**src/rtl/left_shift_seq_block_if.sv**
```systemverilog
// Operand/result handshake bundle for left_shift_seq_block.
interface left_shift_seq_block_if #(
    parameter int WORD_WIDTH = 16
);
    logic                  in_valid_i;
    logic                  in_ready_o;
    logic [1:0]            op_i;
    logic [WORD_WIDTH-1:0] a_i;
    logic [WORD_WIDTH-1:0] b_i;
    logic [WORD_WIDTH-2:0] c_i;
    logic                  cf_i;
    logic                  out_valid_o;
    logic                  out_ready_i;
    logic [WORD_WIDTH-1:0] r_o;
    logic                  cf_o;
    logic                  zf_o;
    logic                  of_o;
    logic                  pf_o;
    logic                  sf_o;

    modport master (
        output in_valid_i, op_i, a_i, b_i, c_i, cf_i, out_ready_i,
        input  in_ready_o, out_valid_o, r_o,
        input  cf_o, zf_o, of_o, pf_o, sf_o
    );

    modport slave (
        input  in_valid_i, op_i, a_i, b_i, c_i, cf_i, out_ready_i,
        output in_ready_o, out_valid_o, r_o,
        output cf_o, zf_o, of_o, pf_o, sf_o
    );
endinterface

```
**src/rtl/left_shift_seq_block.sv**
```systemverilog
// Multi-cycle left shift/rotate unit (SHL, ROL, RCL, SHLD) with flags.
// Define LEFT_SHIFT_MULTIBIT_EN to retire up to four bits per clock.
module left_shift_seq_block #(
    parameter int WORD_WIDTH = 16
) (
    input  logic                  clk_i,
    input  logic                  rst_ni,
    left_shift_seq_block_if.slave bus
);
    localparam int CW  = $clog2(WORD_WIDTH);
    localparam int MSB = WORD_WIDTH - 1;
`ifdef LEFT_SHIFT_MULTIBIT_EN
    localparam int STEPS = 4;
`else
    localparam int STEPS = 1;
`endif

    typedef enum logic [1:0] {
        IDLE,
        SHIFT,
        DONE
    } state_t;

    state_t                r_state;
    state_t                w_next;
    logic [1:0]            r_op;
    logic [WORD_WIDTH-1:0] r_res;
    logic                  r_cf;
    logic [WORD_WIDTH-2:0] r_fill;
    logic [CW-1:0]         r_cnt;
    logic                  r_msb;

    logic                  w_accept;
    logic                  w_take;
    logic                  w_last;
    logic                  w_in_ready;
    logic                  w_out_valid;
    logic [CW-1:0]         w_n;
    logic [WORD_WIDTH-1:0] w_res;
    logic                  w_cf;
    logic [WORD_WIDTH-2:0] w_fill;
    logic                  w_unused_b;

    assign w_n        = bus.b_i[CW-1:0];
    assign w_unused_b = ^bus.b_i[WORD_WIDTH-1:CW];
    assign w_accept   = bus.in_valid_i & w_in_ready;
    assign w_take     = bus.out_ready_i & w_out_valid;
    assign w_last     = int'(r_cnt) <= STEPS;

    always_ff @(posedge clk_i or negedge rst_ni) begin
        if (!rst_ni) begin
            r_state <= IDLE;
        end else begin
            r_state <= w_next;
        end
    end

    always_comb begin
        w_next      = r_state;
        w_in_ready  = 1'b0;
        w_out_valid = 1'b0;
        unique case (r_state)
            IDLE: begin
                w_in_ready = 1'b1;
                if (bus.in_valid_i) begin
                    w_next = (w_n != '0) ? SHIFT : DONE;
                end
            end
            SHIFT: begin
                if (w_last) begin
                    w_next = DONE;
                end
            end
            DONE: begin
                w_out_valid = 1'b1;
                if (bus.out_ready_i) begin
                    w_next = IDLE;
                end
            end
            default: begin
                w_next = IDLE;
            end
        endcase
    end

    // Chain of single-bit steps; steps beyond the remaining count are skipped.
    always_comb begin
        logic w_fbit;
        w_res  = r_res;
        w_cf   = r_cf;
        w_fill = r_fill;
        w_fbit = 1'b0;
        for (int k = 0; k < STEPS; k++) begin
            if (k < int'(r_cnt)) begin
                w_fbit = w_fill[WORD_WIDTH-2];
                unique case (r_op)
                    2'b00: begin
                        w_cf  = w_res[MSB];
                        w_res = {w_res[MSB-1:0], 1'b0};
                    end
                    2'b01: begin
                        w_res = {w_res[MSB-1:0], w_res[MSB]};
                        w_cf  = w_res[0];
                    end
                    2'b10: begin
                        {w_cf, w_res} = {w_res, w_cf};
                    end
                    default: begin
                        w_cf  = w_res[MSB];
                        w_res = {w_res[MSB-1:0], w_fbit};
                    end
                endcase
                w_fill = {w_fill[WORD_WIDTH-3:0], 1'b0};
            end
        end
    end

    always_ff @(posedge clk_i or negedge rst_ni) begin
        if (!rst_ni) begin
            r_op   <= 2'b00;
            r_res  <= '0;
            r_cf   <= 1'b0;
            r_fill <= '0;
            r_cnt  <= '0;
            r_msb  <= 1'b0;
        end else if (w_accept) begin
            r_op   <= bus.op_i;
            r_res  <= bus.a_i;
            r_cf   <= bus.cf_i;
            r_fill <= bus.c_i;
            r_cnt  <= w_n;
            r_msb  <= bus.a_i[MSB];
        end else if (r_state == SHIFT) begin
            r_res  <= w_res;
            r_cf   <= w_cf;
            r_fill <= w_fill;
            r_cnt  <= w_last ? '0 : r_cnt - CW'(STEPS);
        end
    end

    assign bus.in_ready_o  = w_in_ready;
    assign bus.out_valid_o = w_out_valid;
    assign bus.r_o         = r_res;
    assign bus.cf_o        = r_cf;
    assign bus.zf_o        = (r_res == '0);
    assign bus.sf_o        = r_res[MSB];
    assign bus.of_o        = r_res[MSB] ^ r_msb;
    assign bus.pf_o        = r_res[0];
endmodule

```
**src/flat_wrapper.sv**
```systemverilog
// flat-port wrapper written by rule: the top's interface ports become plain ports
module left_shift_seq_block_flat 
#(
    parameter int WORD_WIDTH = 16
)
  (clk_i, rst_ni, bus_in_valid_i, bus_op_i, bus_a_i, bus_b_i, bus_c_i, bus_cf_i, bus_out_ready_i, bus_in_ready_o, bus_out_valid_o, bus_r_o, bus_cf_o, bus_zf_o, bus_of_o, bus_pf_o, bus_sf_o);
  left_shift_seq_block_if #(.WORD_WIDTH(WORD_WIDTH)) bus_i ();
  input  logic clk_i;
  input  logic rst_ni;
  input wire logic [$bits(bus_i.in_valid_i)-1:0] bus_in_valid_i;
  input wire logic [$bits(bus_i.op_i)-1:0] bus_op_i;
  input wire logic [$bits(bus_i.a_i)-1:0] bus_a_i;
  input wire logic [$bits(bus_i.b_i)-1:0] bus_b_i;
  input wire logic [$bits(bus_i.c_i)-1:0] bus_c_i;
  input wire logic [$bits(bus_i.cf_i)-1:0] bus_cf_i;
  input wire logic [$bits(bus_i.out_ready_i)-1:0] bus_out_ready_i;
  output wire logic [$bits(bus_i.in_ready_o)-1:0] bus_in_ready_o;
  output wire logic [$bits(bus_i.out_valid_o)-1:0] bus_out_valid_o;
  output wire logic [$bits(bus_i.r_o)-1:0] bus_r_o;
  output wire logic [$bits(bus_i.cf_o)-1:0] bus_cf_o;
  output wire logic [$bits(bus_i.zf_o)-1:0] bus_zf_o;
  output wire logic [$bits(bus_i.of_o)-1:0] bus_of_o;
  output wire logic [$bits(bus_i.pf_o)-1:0] bus_pf_o;
  output wire logic [$bits(bus_i.sf_o)-1:0] bus_sf_o;
  assign bus_i.in_valid_i = bus_in_valid_i;
  assign bus_i.op_i = bus_op_i;
  assign bus_i.a_i = bus_a_i;
  assign bus_i.b_i = bus_b_i;
  assign bus_i.c_i = bus_c_i;
  assign bus_i.cf_i = bus_cf_i;
  assign bus_i.out_ready_i = bus_out_ready_i;
  assign bus_in_ready_o = bus_i.in_ready_o;
  assign bus_out_valid_o = bus_i.out_valid_o;
  assign bus_r_o = bus_i.r_o;
  assign bus_cf_o = bus_i.cf_o;
  assign bus_zf_o = bus_i.zf_o;
  assign bus_of_o = bus_i.of_o;
  assign bus_pf_o = bus_i.pf_o;
  assign bus_sf_o = bus_i.sf_o;
  left_shift_seq_block #(.WORD_WIDTH(WORD_WIDTH)) u_core (.clk_i(clk_i), .rst_ni(rst_ni), .bus(bus_i));
endmodule
```
**config.mk**
```make
export PLATFORM = sky130hd
export DESIGN_NAME = left_shift_seq_block_flat
export DESIGN_NICKNAME = d
export VERILOG_FILES = /design/src/rtl/left_shift_seq_block_if.sv /design/src/rtl/left_shift_seq_block.sv /design/src/flat_wrapper.sv
export SDC_FILE = /design/constraint.sdc
export NUM_CORES = 1
export LEC_CHECK = 0
export ABC_AREA = 1
export CAP_MARGIN = 20
export CELL_PAD_IN_SITES_DETAIL_PLACEMENT = 0
export CELL_PAD_IN_SITES_GLOBAL_PLACEMENT = 1
export CORE_UTILIZATION = 32
export DETAILED_ROUTE_END_ITERATION = 8
export PLACE_DENSITY = 0.85
export SKIP_CTS_REPAIR_TIMING = 1
export SYNTH_ARGS = -nofsm -noshare
export SYNTH_HDL_FRONTEND = slang
export SYNTH_SLANG_ARGS = --single-unit
```
**constraint.sdc**
```tcl
create_clock -name clk_i -period 1.5 [get_ports clk_i]
set_input_delay 0.3 -clock clk_i [delete_from_list [all_inputs] [get_ports clk_i]]
set_output_delay 0.3 -clock clk_i [all_outputs]
set_load 0.05 [all_outputs]
```
==> impl_metrics.yaml <==
timing:
  rsz0062_at_grt: "yes"
  fmax_ghz: 0.5835
  setup_violations: 1
  finClkSkew_ns: 0.007753
  hold_viol: 0
  finalMaxSlewViolations: 0
  slew_headroom: 0.6956
  worst_slack_ns: -0.2137
  post-route-period-util: 1.142
  tightest_slew_ns: 0.4566
  finalSetupTns_ns: -0.2137
  min_period_ns: 1.714
critical_path:
  crit_path_max_fanout: 3
  crit_type: "reg2out"
  critPathRequiredTime_ns: 1.20
  end_kind: "primary output"
  cp.arrival_ns: 1.41
  crit_path_start_kind: "flip-flop"
  r2r_cells: 8
drt:
  routed_wl_mm: 5.688
  wl_per_cell_um: 11.92
  vias: 2104
  ant_nets: 0
  routed_via_density: 4.411
  drt_iter0_drc: 152
  dr.pass1.iters: 5
  drc_errors: 0
run_status:
  status: "complete, but fails checks"
  violations: "setup timing"
cts:
  cts.sinks: 41
  root_buffer: "clkbuf_8"
  insertion_delay_ns: 0.30
  clk_path_buf_depth: 2
  h-tree-depth: 2
  clk_pin_slew_worst_paths_ns: 0.08
  cts_tree: "done"
  cts_buffers: 5
synthesis:
  ys_types: 24
  yosys.area.top_type: "dfrtp_1"
  netlist.area_leader.share: 0.4568
  yosys_register_bits: 41
  syn_area_per_cell_um2: 7.665
  synth.area.top_cells: "dfrtp_1 (46%), nand2_1 (16%), inv_1 (6.0%)"
  yosysWarnings: 0
  synth_cells: 293
  syn_area_um2: 2246
  syn_nets: 349
  ys_seq_area_frac: 0.4568
floorplan:
  fp-row-count: 30
  core_area_um2: 6794
  die_height_um: 85.78
  start_util: 0.3306
  dieArea_um2: 7357
  die_w_um: 85.78
  ios: 77
cells_and_area:
  post_route_cells_drive_above_1_share: 0.2625
  final_cell_mix: "nand2_1 (94), clkdlybuf4s50_1 (40), inv_1 (36), dfrtp_1 (31), nor2_1 (27)"
  diodes: 0
  post-route-util: 0.5228
  nets: 436
  syn_to_final_growth_pct: 58.16
  fillers: 624
  final_common_cell: "nand2_1"
grt:
  grt_max_degree: 29
  gr-total-overflow: 0
  grt_antenna_before_repair: 0
  grt_pass1_wl_mm: 9.411
  grt_usage: 0.1634
  grt_pass1_vias: 2030
power_and_ir_drop:
  power_density_nw_per_um2: 2302
  power_uw: 8176
  power_leakage_uw: 0.001774
  irDropWorstVdd_uv: 1202
run:
  max_cap_viol_count: 0
placement:
  gp_congestion: 0.8011
  dpl.hpwl_mm: 4.071
  numPortBuffers: 64
worst_hold_path:
  min_path_type: "in2async"
[report_power, final]
group	leakage, uW	total [uW]	switching [uW]	internal [uW]
clock network	0.0000542	802	386	416
logic	0.00122	5260	2970	2290
registers	0.000501	2110	450	1660
[through the flow]
stage	cell area [um2]	hold WS, ns	cells	worst slack, ns
detailed placement	3351	0.2787	462	-0.1330
finish	3552	0.4814	477	-0.2137
global placement	3351	0.2758	462	-0.08341
global route	3552	0.5057	477	-0.2732
CTS	3452	-0.04008	470	-0.2345
floorplan	2282	0.004409	293	-0.1048
[layout make-up]
cell class                      instances  area, um2  share of cell area
Clock buffer                            7      96.34             0.02712
Inverter                               40      170.2             0.04790
Clock inverter                          1      5.005            0.001409
Multi-Input combinational cell        202       1017              0.2864
Timing Repair Buffer                   90       1105              0.3110
Tap cell                               96      120.1             0.03381
Sequential cell                        41       1039              0.2924
[Yosys cell counts]
| library cell | count |
|---|---|
| nand2_8 | 3 |
| xor2_1 | 2 |
| o21ai_1 | 1 |
| nor2_4 | 2 |
| nand2_1 | 94 |
| nand4_1 | 4 |
| nor2_2 | 1 |
| nor3_1 | 3 |
| ha_1 | 2 |
| buf_4 | 3 |
| buf_6 | 4 |
| buf_2 | 2 |
| nor2_1 | 32 |
| o21ai_0 | 7 |
| inv_8 | 1 |
| nand2_2 | 12 |
| nand3_1 | 11 |
| inv_4 | 2 |
| o211ai_1 | 2 |
| inv_1 | 36 |
| a21oi_1 | 26 |
| dfrtp_1 | 41 |
| buf_12 | 1 |
| inv_2 | 1 |
[registers in the layout (all words and copies together) (netlist names)]
signal and count:
u_core.r_fill 15, u_core.bus.r_o 16, u_core.r_state 2, u_core.r_cnt 4, u_core.r_msb 1, u_core.bus.cf_o 1
u_core.r_op 2
[worst max-delay path, cell delays in order, from the launching register on]
cell and delay [ns]:
dfrtp_2 0.43, nor2_2 0.13, nand4_1 0.15, nor3_4 0.25
buf_12 0.17
[worst paths after layout]
path | startpoint | endpoint | slack [ns]
worst min-delay path | rst_ni | u_core.r_fill[9]$_DFFE_PN0P_ | 0.48
worst max register to register | u_core.r_cnt[0]$_DFFE_PN0P_ | u_core.r_fill[11]$_DFFE_PN0P_ | 0.08
min in group clk_i | u_core.r_fill[11]$_DFFE_PN0P_ | u_core.r_fill[12]$_DFFE_PN0P_ | 0.49
worst max-delay path | u_core.bus.r_o[8]$_DFFE_PN0P_ | bus_zf_o | -0.21
worst min register to register | u_core.r_fill[11]$_DFFE_PN0P_ | u_core.r_fill[12]$_DFFE_PN0P_ | 0.49
max in group asynchronous | rst_ni | u_core.bus.r_o[15]$_DFFE_PN0P_ | 0.52
[routing by layer]
| layer | vias up | track usage | wire length (um) |
|---|---|---|---|
| met4 | 0 | 0.05303 | 76 |
| li1 | 1072 | - | - |
| met1 | 983 | 0.2256 | 2708 |
| met2 | 42 | 0.2611 | 2697 |
| met5 | - | 0 | 0 |
| met3 | 7 | 0.02887 | 206 |
[logic make-up after synthesis]
family / synth area share
compound gates: 0.08244
xor+xnor: 0.007801
fa+ha+maj: 0.01114
buf+inv: 0.1159
flops: 0.4568
simple gates: 0.3259
Power figures use the tool's default switching activity.
